## src/rtl/processador_pkg.sv

```systemverilog
// Shared definitions for the multicycle processor and its instruction feeder:
// opcodes, the IR opcode field and the feeder state encoding.
package processador_pkg;

    localparam logic [2:0] OP_MV  = 3'b000;
    localparam logic [2:0] OP_MVI = 3'b001;
    localparam logic [2:0] OP_ADD = 3'b010;
    localparam logic [2:0] OP_SUB = 3'b011;

    localparam int OPC_HI = 8;
    localparam int OPC_LO = 6;

    typedef enum logic [3:0] {
        S_IDLE  = 4'd0,
        S_F0    = 4'd1,
        S_F1    = 4'd2,
        S_F2    = 4'd3,
        S_ISSUE = 4'd4,
        S_EXEC  = 4'd5,
        S_WAIT  = 4'd6,
        S_NEXT  = 4'd7,
        S_HALT  = 4'd8,
        S_ERR   = 4'd9
    } state_e;

    function automatic logic [2:0] opcode(input logic [8:0] ir);
        return ir[OPC_HI:OPC_LO];
    endfunction

endpackage

```

## src/rtl/feeder_watchdog.sv

```systemverilog
// Counts cycles spent waiting for Done; tc marks the last allowed wait cycle.
module feeder_watchdog #(
    parameter int TIMEOUT = 15
) (
    input  logic clk,
    input  logic rst_n,
    input  logic clr,
    input  logic en,
    output logic tc
);

    localparam int CW = $clog2(TIMEOUT + 1);

    logic [CW-1:0] cnt_q, cnt_d;

    assign tc = (cnt_q == CW'(TIMEOUT - 1));

    always_comb begin
        cnt_d = cnt_q;
        if (clr) begin
            cnt_d = '0;
        end else if (en && !tc) begin
            cnt_d = cnt_q + CW'(1);
        end
    end

    always_ff @(posedge clk) begin
        if (!rst_n) begin
            cnt_q <= '0;
        end else begin
            cnt_q <= cnt_d;
        end
    end

endmodule

```

## src/rtl/instruction_feeder.sv

```systemverilog
// Fetches one or two ROM words per instruction, pulses Run, then waits for
// Done before advancing pc; stops at program end or on a Done timeout.
module instruction_feeder
    import processador_pkg::*;
#(
    parameter int ADDR_W   = 5,
    parameter int DATA_W   = 16,
    parameter int PROG_LEN = 32,
    parameter int TIMEOUT  = 15
) (
    input  logic              Clock,
    input  logic              Resetn,
    input  logic              Start,
    input  logic              Done,
    input  logic [DATA_W-1:0] mem_data,
    output logic [ADDR_W-1:0] mem_addr,
    output logic [DATA_W-1:0] DIN,
    output logic              Run,
    output logic [ADDR_W-1:0] pc,
    output logic              Busy,
    output logic              Halted,
    output logic              Err
);

    localparam logic [ADDR_W-1:0] ADDR_ONE = ADDR_W'(1);
    localparam logic [ADDR_W:0]   LEN      = (ADDR_W + 1)'(PROG_LEN);

    state_e state_q, state_d;

    logic [ADDR_W-1:0] pc_q, pc_d;
    logic [DATA_W-1:0] w0_q, w0_d;
    logic [DATA_W-1:0] w1_q, w1_d;
    logic              halted_q, halted_d;
    logic              err_q, err_d;

    logic            wd_clr, wd_en, wd_tc;
    logic            is_mvi;
    logic [ADDR_W:0] npc;

    // Extra bit on npc so running past the last ROM word is seen, not wrapped
    assign is_mvi = (opcode(w0_q[8:0]) == OP_MVI);
    assign npc    = {1'b0, pc_q}
                  + {{(ADDR_W-1){1'b0}}, is_mvi, ~is_mvi};

    feeder_watchdog #(
        .TIMEOUT(TIMEOUT)
    ) u_wd (
        .clk  (Clock),
        .rst_n(Resetn),
        .clr  (wd_clr),
        .en   (wd_en),
        .tc   (wd_tc)
    );

    always_comb begin
        state_d  = state_q;
        pc_d     = pc_q;
        w0_d     = w0_q;
        w1_d     = w1_q;
        halted_d = halted_q;
        err_d    = err_q;
        mem_addr = pc_q;
        DIN      = '0;
        Run      = 1'b0;
        wd_clr   = 1'b0;
        wd_en    = 1'b0;
        unique case (state_q)
            S_IDLE: begin
                if (Start) state_d = S_F0;
            end
            S_F0: begin
                state_d = S_F1;
            end
            S_F1: begin
                mem_addr = pc_q + ADDR_ONE;
                w0_d     = mem_data;
                state_d  = S_F2;
            end
            S_F2: begin
                w1_d    = mem_data;
                wd_clr  = 1'b1;
                state_d = S_ISSUE;
            end
            S_ISSUE: begin
                DIN     = w0_q;
                Run     = 1'b1;
                state_d = S_EXEC;
            end
            S_EXEC: begin
                DIN     = is_mvi ? w1_q : w0_q;
                state_d = Done ? S_NEXT : S_WAIT;
            end
            S_WAIT: begin
                DIN   = is_mvi ? w1_q : w0_q;
                wd_en = 1'b1;
                if (Done) begin
                    state_d = S_NEXT;
                end else if (wd_tc) begin
                    err_d   = 1'b1;
                    state_d = S_ERR;
                end
            end
            S_NEXT: begin
                if (npc >= LEN) begin
                    halted_d = 1'b1;
                    state_d  = S_HALT;
                end else begin
                    pc_d    = npc[ADDR_W-1:0];
                    state_d = Start ? S_F0 : S_IDLE;
                end
            end
            S_HALT: begin
                state_d = S_HALT;
            end
            S_ERR: begin
                state_d = S_ERR;
            end
            default: begin
                state_d = S_IDLE;
            end
        endcase
    end

    always_ff @(posedge Clock) begin
        if (!Resetn) begin
            state_q  <= S_IDLE;
            pc_q     <= '0;
            w0_q     <= '0;
            w1_q     <= '0;
            halted_q <= 1'b0;
            err_q    <= 1'b0;
        end else begin
            state_q  <= state_d;
            pc_q     <= pc_d;
            w0_q     <= w0_d;
            w1_q     <= w1_d;
            halted_q <= halted_d;
            err_q    <= err_d;
        end
    end

    assign pc     = pc_q;
    assign Halted = halted_q;
    assign Err    = err_q;
    assign Busy   = !(state_q inside {S_IDLE, S_HALT, S_ERR});

endmodule

```

## config.mk

```make
export PLATFORM = sky130hd
export DESIGN_NAME = instruction_feeder
export DESIGN_NICKNAME = d
export VERILOG_FILES = /design/src/rtl/processador_pkg.sv /design/src/rtl/feeder_watchdog.sv /design/src/rtl/instruction_feeder.sv
export SDC_FILE = /design/constraint.sdc
export NUM_CORES = 1
export LEC_CHECK = 0
export ABC_CLOCK_PERIOD_IN_PS = 4300
export CAP_MARGIN = 10
export CORE_MARGIN = 2
export CORE_UTILIZATION = 35
export CTS_CLUSTER_DIAMETER = 60
export DETAILED_ROUTE_END_ITERATION = 8
export PLACE_DENSITY = 0.62
export REMOVE_ABC_BUFFERS = 1
export SETUP_SLACK_MARGIN = 0.05
export SLEW_MARGIN = 20
export SYNTH_ARGS = -nofsm -noshare
export SYNTH_HDL_FRONTEND = slang
export SYNTH_SLANG_ARGS = --single-unit
```

## constraint.sdc

```tcl
create_clock -name Clock -period 4.3 [get_ports Clock]
set_input_delay 1.075 -clock Clock [delete_from_list [all_inputs] [get_ports Clock]]
set_output_delay 1.075 -clock Clock [all_outputs]
set_load 0.005 [all_outputs]
```

### Word-level counts from Yosys, hierarchy flattened

Index checks and enable logic that the tools add are counted.

| cells by class | value |
|---|---|
| $add $sub $neg | 3 |
| magnitude comparators | 1 |
| equality and inequality tests | 13 |
| mux-type cells | 13 |
| bitwise logic cells | 4 |
| reduce and logical (&&, ||, !) cells | 11 |

Operator list:

| cell | number |
|---|---|
| one-hot mux 4 bit (10 select lines) | 1 |
| one-hot mux 16 bit (2 select lines) | 1 |
| equality test 4 x 3 -> 1 bit (second input constant) | 4 |
| two-way mux 16 bit | 1 |
| two-way mux 4 bit | 4 |
| equality test 4 bit (second input constant) | 3 |
| equality test 4 x 2 -> 1 bit (second input constant) | 2 |
| adder 5 x 2 -> 6 bit | 1 |
| >= comparator 6 bit (second input constant) | 1 |
| AND reduction 2 bit | 3 |
| adder 5 x 1 -> 5 bit (second input constant) | 1 |
| two-way mux 1 bit | 5 |
| two-way mux 5 bit | 1 |
| adder 4 x 1 -> 4 bit (second input constant) | 1 |
| equality test 4 x 1 -> 1 bit (second input constant) | 1 |
| logical NOT 4 bit | 1 |
| inverter 1 bit | 4 |
| OR reduction 2 bit | 2 |
| equality test 3 x 1 -> 1 bit (second input constant) | 1 |
| != test 3 x 2 -> 1 bit (second input constant) | 1 |
| AND reduction 3 bit | 1 |
| nonzero test 3 bit | 1 |
| logical NOT 1 bit | 2 |
| != test 2 bit (second input constant) | 1 |
| logical AND 1 bit | 1 |

| word-level totals | value |
|---|---|
| register bits after elaboration | 47 |
| output and inout bits | 30 |
| logic and storage cells | 52 |

### Depth between registers and ports, before layout

| depth | value |
|---|---|
| word-level depth | 6 |
| gate-level depth with buffers | 8 |
| mapped depth without buffers | 7 |

### By module

Synthesis repeated with hierarchy kept, for this count alone.

| second synthesis, totals | value |
|---|---|
| cells, all modules | 285 |
| area, all modules | 2292.2 µm² |

Modules (own cells, without submodules):

| module | times used | cells each | area each (µm²) | seq. area each (µm²) |
|---|---|---|---|---|
| instruction_feeder | 1 | 262 | 2082.0 | 860.8 |
| feeder_watchdog | 1 | 23 | 210.2 | 80.1 |

### Least setup slack after synthesis

Ideal clock, no wire load.

| timing path | value |
|---|---|
| kind | register to output |
| start | reg w0_q[7] |
| end | out DIN[10] |
| arrival time | 1523 ps |
| required time | 3225 ps |
| path slack | 1702 ps |
| cell stages (with the launch flop) | 6 |
| buffers on the path | 2 |
| cell sequence | dfxtp_1 > or3b_1 > buf_6 > nor3_1 > buf_2 > a22o_1 |

| between the ends | value |
|---|---|
| word-level cells in the longest chain between the ends | 3 |

Ends and longest elaborated chain:

| element | RTL line | text |
|---|---|---|
| start: declaration | instruction_feeder.sv:31 | `logic [DATA_W-1:0] w0_q, w0_d;` |
| start signal: assignment | instruction_feeder.sv:135 | `w0_q <= w0_d;` |
| equality test 3 x 1 -> 1 bit | instruction_feeder.sv:41 | `assign is_mvi = (opcode(w0_q[8:0]) == OP_MVI);` |
| two-way mux 16 bit | instruction_feeder.sv:90, instruction_feeder.sv:94 |  |
| one-hot mux 16 bit (2 select lines) | instruction_feeder.sv:67 | `unique case (state_q)` |
| end: declaration | instruction_feeder.sv:17 | `output logic [DATA_W-1:0] DIN,` |

Every way passes these cells.

### Worst setup path in the final report

| timing path | value |
|---|---|
| start | reg state_q[0] |
| end | out DIN[13] |

| between the ends | value |
|---|---|
| word-level cells in the longest chain between the ends | 3 |
| elaborated cells between the ends (all ways) | 5 |

Ends and longest elaborated chain:

| element | RTL line | text |
|---|---|---|
| start: declaration | instruction_feeder.sv:28 | `state_e state_q, state_d;` |
| start signal: assignment | instruction_feeder.sv:133 | `state_q <= state_d;` |
| equality test 4 x 3 -> 1 bit | instruction_feeder.sv:67 |  |
| OR reduction 2 bit (no line) | -- |  |
| one-hot mux 16 bit (2 select lines) (*) | instruction_feeder.sv:67 |  |

Every way passes the cells marked *; elsewhere a longest branch is shown, timed or not.

==> metrics.md <==
| Metric | Value |
|---|---|
| Status | finished clean |
| DRC violation total after the first TritonRoute iteration | 102 |
| Post-CTS Resized | 0 |
| Pin count of the biggest net entering global routing | 33 |
| CTS H-Tree Depth | 2 |
| Ports | 50 |
| Antenna diodes | 0 |
| CP arrival | 2.78 ns |
| Predominant post-synthesis flop cell | dfxtp_1 |
| Post-synth EDFFs | 0 |
| Area contributors post-synth | dfxtp_1 (40%), nand2_1 (12%), a21oi_1 (8.5%), a22o_1 (4.8%), nor2_1 (3.0%) |
| Hold-fix buffers, CTS | 0 |
| Crit. Startpoint | state_q[0] |
| Final setup violation count | 0 |
| RSZ-0062 raised after global routing | no |
| Hold wc startpoint | w1_q[10] |
| Tot Pwr | 909 µW |
| Largest buffer count on any clock path | 2 |
| Most numerous cell in the Yosys netlist | nand2_1 |
| Post-layout util | 0.460 |
| Worst reg2reg startpoint | w0_q[7] |
| Drt first pass iters | 4 |
| Sequential-to-total area share from yosys stat | 0.399 |
| Clock Skew | 0.0135 ns |
| Core Rows | 29 |
| TritonCTS Buffers | 5 |
| Detailed placer's ending HPWL | 3760 µm |
| Gr ovfl total | 0 |
| Hold Crit Class | reg2reg |
| Post-Route WL | 5470 µm |
| Core Area | 6420 µm² |
| Synth top cells by count | nand2_1 (77), dfxtp_1 (47), a21oi_1 (40), nor2_1 (19) |
| Tot GR Track Use | 0.157 |
| Leak pwr | 0.00106 µW |
| Initial Util | 0.367 |
| Fraction of layout instances using a drive strength above 1 | 0.0569 |
| Routed Antenna Nets | 0 |
| Nets | 358 |
| Post-CTS setup buffer count | 0 |
| Crit. End Element | output port |
| Average size of a mapped cell | 7.92 µm² |
| Worst slew pin tran | 1.06 ns |
| First-pass GRT wire length | 9280 µm |
| Clock root cell | clkbuf_8 |
| Rel. slew slack | 0.293 |
| Port bufs | 49 |
| Worst-Skew Late Latency | 0.31 ns |
| Fin. Hold Viols | 0 |
| Setup ws final | 0.441 ns |
| Synth Register Bits | 47 |
| Area Overhead vs Synth | 25.1% |
| Die area | 7410 µm² |
| DR WL/cell | 13.3 µm |
| Die Wd | 86.1 µm |
| Largest area contributor in the netlist | dfxtp_1 |
| CTS sink cnt | 47 |
| WS Path Type | reg2out |
| Die height | 86.1 µm |
| Register clock-pin slew on the reported worst setup and hold paths | 0.09 ns |
| Tmin final | 3.86 ns |
| F_max | 259 MHz |
| Routability-driven placement congestion ratio | 0.774 |
| Cell area after synthesis | 2360 µm² |
| TritonCTS clock tree | yes |
| Worst Path Required | 3.22 ns |
| Crit start category | flip-flop |
| Via count | 2091 |
| Post-Route Setup TNS | 0 ns |
| Library cells used by synthesis | 49 |
| Worst VDD drop | 0.000109 V |
| CP max FO | 17 |
| Worst slack, placed | 0.783 ns |
| Yosys top cell area share | 0.399 |
| Ys async rst share | 0 |
| Max-slew violations | 0 |
| Residual DRC count | 0 |
| Final Cycle Share | 0.897 |
| Drt via density | 5.09 |
| YS warnings | 0 |
| PwrDens | 308 nW/µm² |
| Min Hold Slack | 0.457 ns |
| Max-cap viol count | 0 |
| Vias in the first global route | 1918 |
| Syn Inst Count | 298 |
| Initial antenna violation count | 0 |
## cells by family (layout without fill, tap and decap cells)
| family | count (synthesis) | after routing | synth area share |
|---|---|---|---|
| muxes | 1 | 1 | 0.00424 |
| DFF | 47 | 47 | 0.399 |
| xor gates and xnor gates | 9 | 9 | 0.0334 |
| buffers and inverters | 28 | 64 | 0.0647 |
| AOI/OAI and AO/OA | 70 | 70 | 0.194 |
| and+or+nand+nor | 138 | 138 | 0.279 |
| adders and majority gates | 5 | 5 | 0.0255 |
## critical path, stage by stage, from the launching register on
cell,delay (ns)
dfxtp_1,0.48
maj3_1,0.41
nor2_1,0.80
a22o_1,0.28
clkdlybuf4s50_1,0.50
## worst paths after layout
kind              endpoint  cells after the start  slack, ns
hold / removal    w1_q[10]                      2       0.46
hold reg to reg   w1_q[10]                      2       0.46
setup reg to reg     pc[4]                      7       1.93
setup / recovery   DIN[13]                      4       0.44
## layer usage
layer  track usage  routed length [µm]  up-vias
met5             0                   0        -
met4        0.0577                  84        0
met3        0.0337                 218        7
met2         0.255                2540       40
met1         0.203                2630      950
li1              -                   -     1094
## through the flow
step                      area, µm²  instances
after floorplan                2220        274
after global placement         2840        404
after detailed placement       2850        404
after CTS                      2950        411
after global routing           2950        411
final                          2950        411
## power by group
group	internal, µW	switching [µW]
logic	53.3	61.0
clock network	170	152
registers	452	20.2
## sequential cells by signal, indices dropped and copies added (netlist names)
name,flops
Err,1
Halted,1
pc,5
state_q,4
u_wd.cnt_q,4
w0_q,16
w1_q,16
## layout by cell type, fill, tap and decap left out, types with 5 or more instances in the layout
| cell | n |
|---|---|
| a21oi_1 | 40 |
| a22o_1 | 13 |
| clkbuf_8 | 5 |
| clkdlybuf4s50_1 | 49 |
| dfxtp_1 | 47 |
| nand2_1 | 77 |
| nand4_1 | 6 |
| nor2_1 | 18 |
| xnor2_1 | 7 |
## area by class of cell
cell class	count	area (µm²)
multi-input combinational	223	1270
fill	640	3470
clock inverter	2	37.5
sequential	47	941
clock buffer	5	68.8
timing repair buffer	53	520
inverter	4	15.0
tap	77	96.3
(Power assumes the default switching activity.)
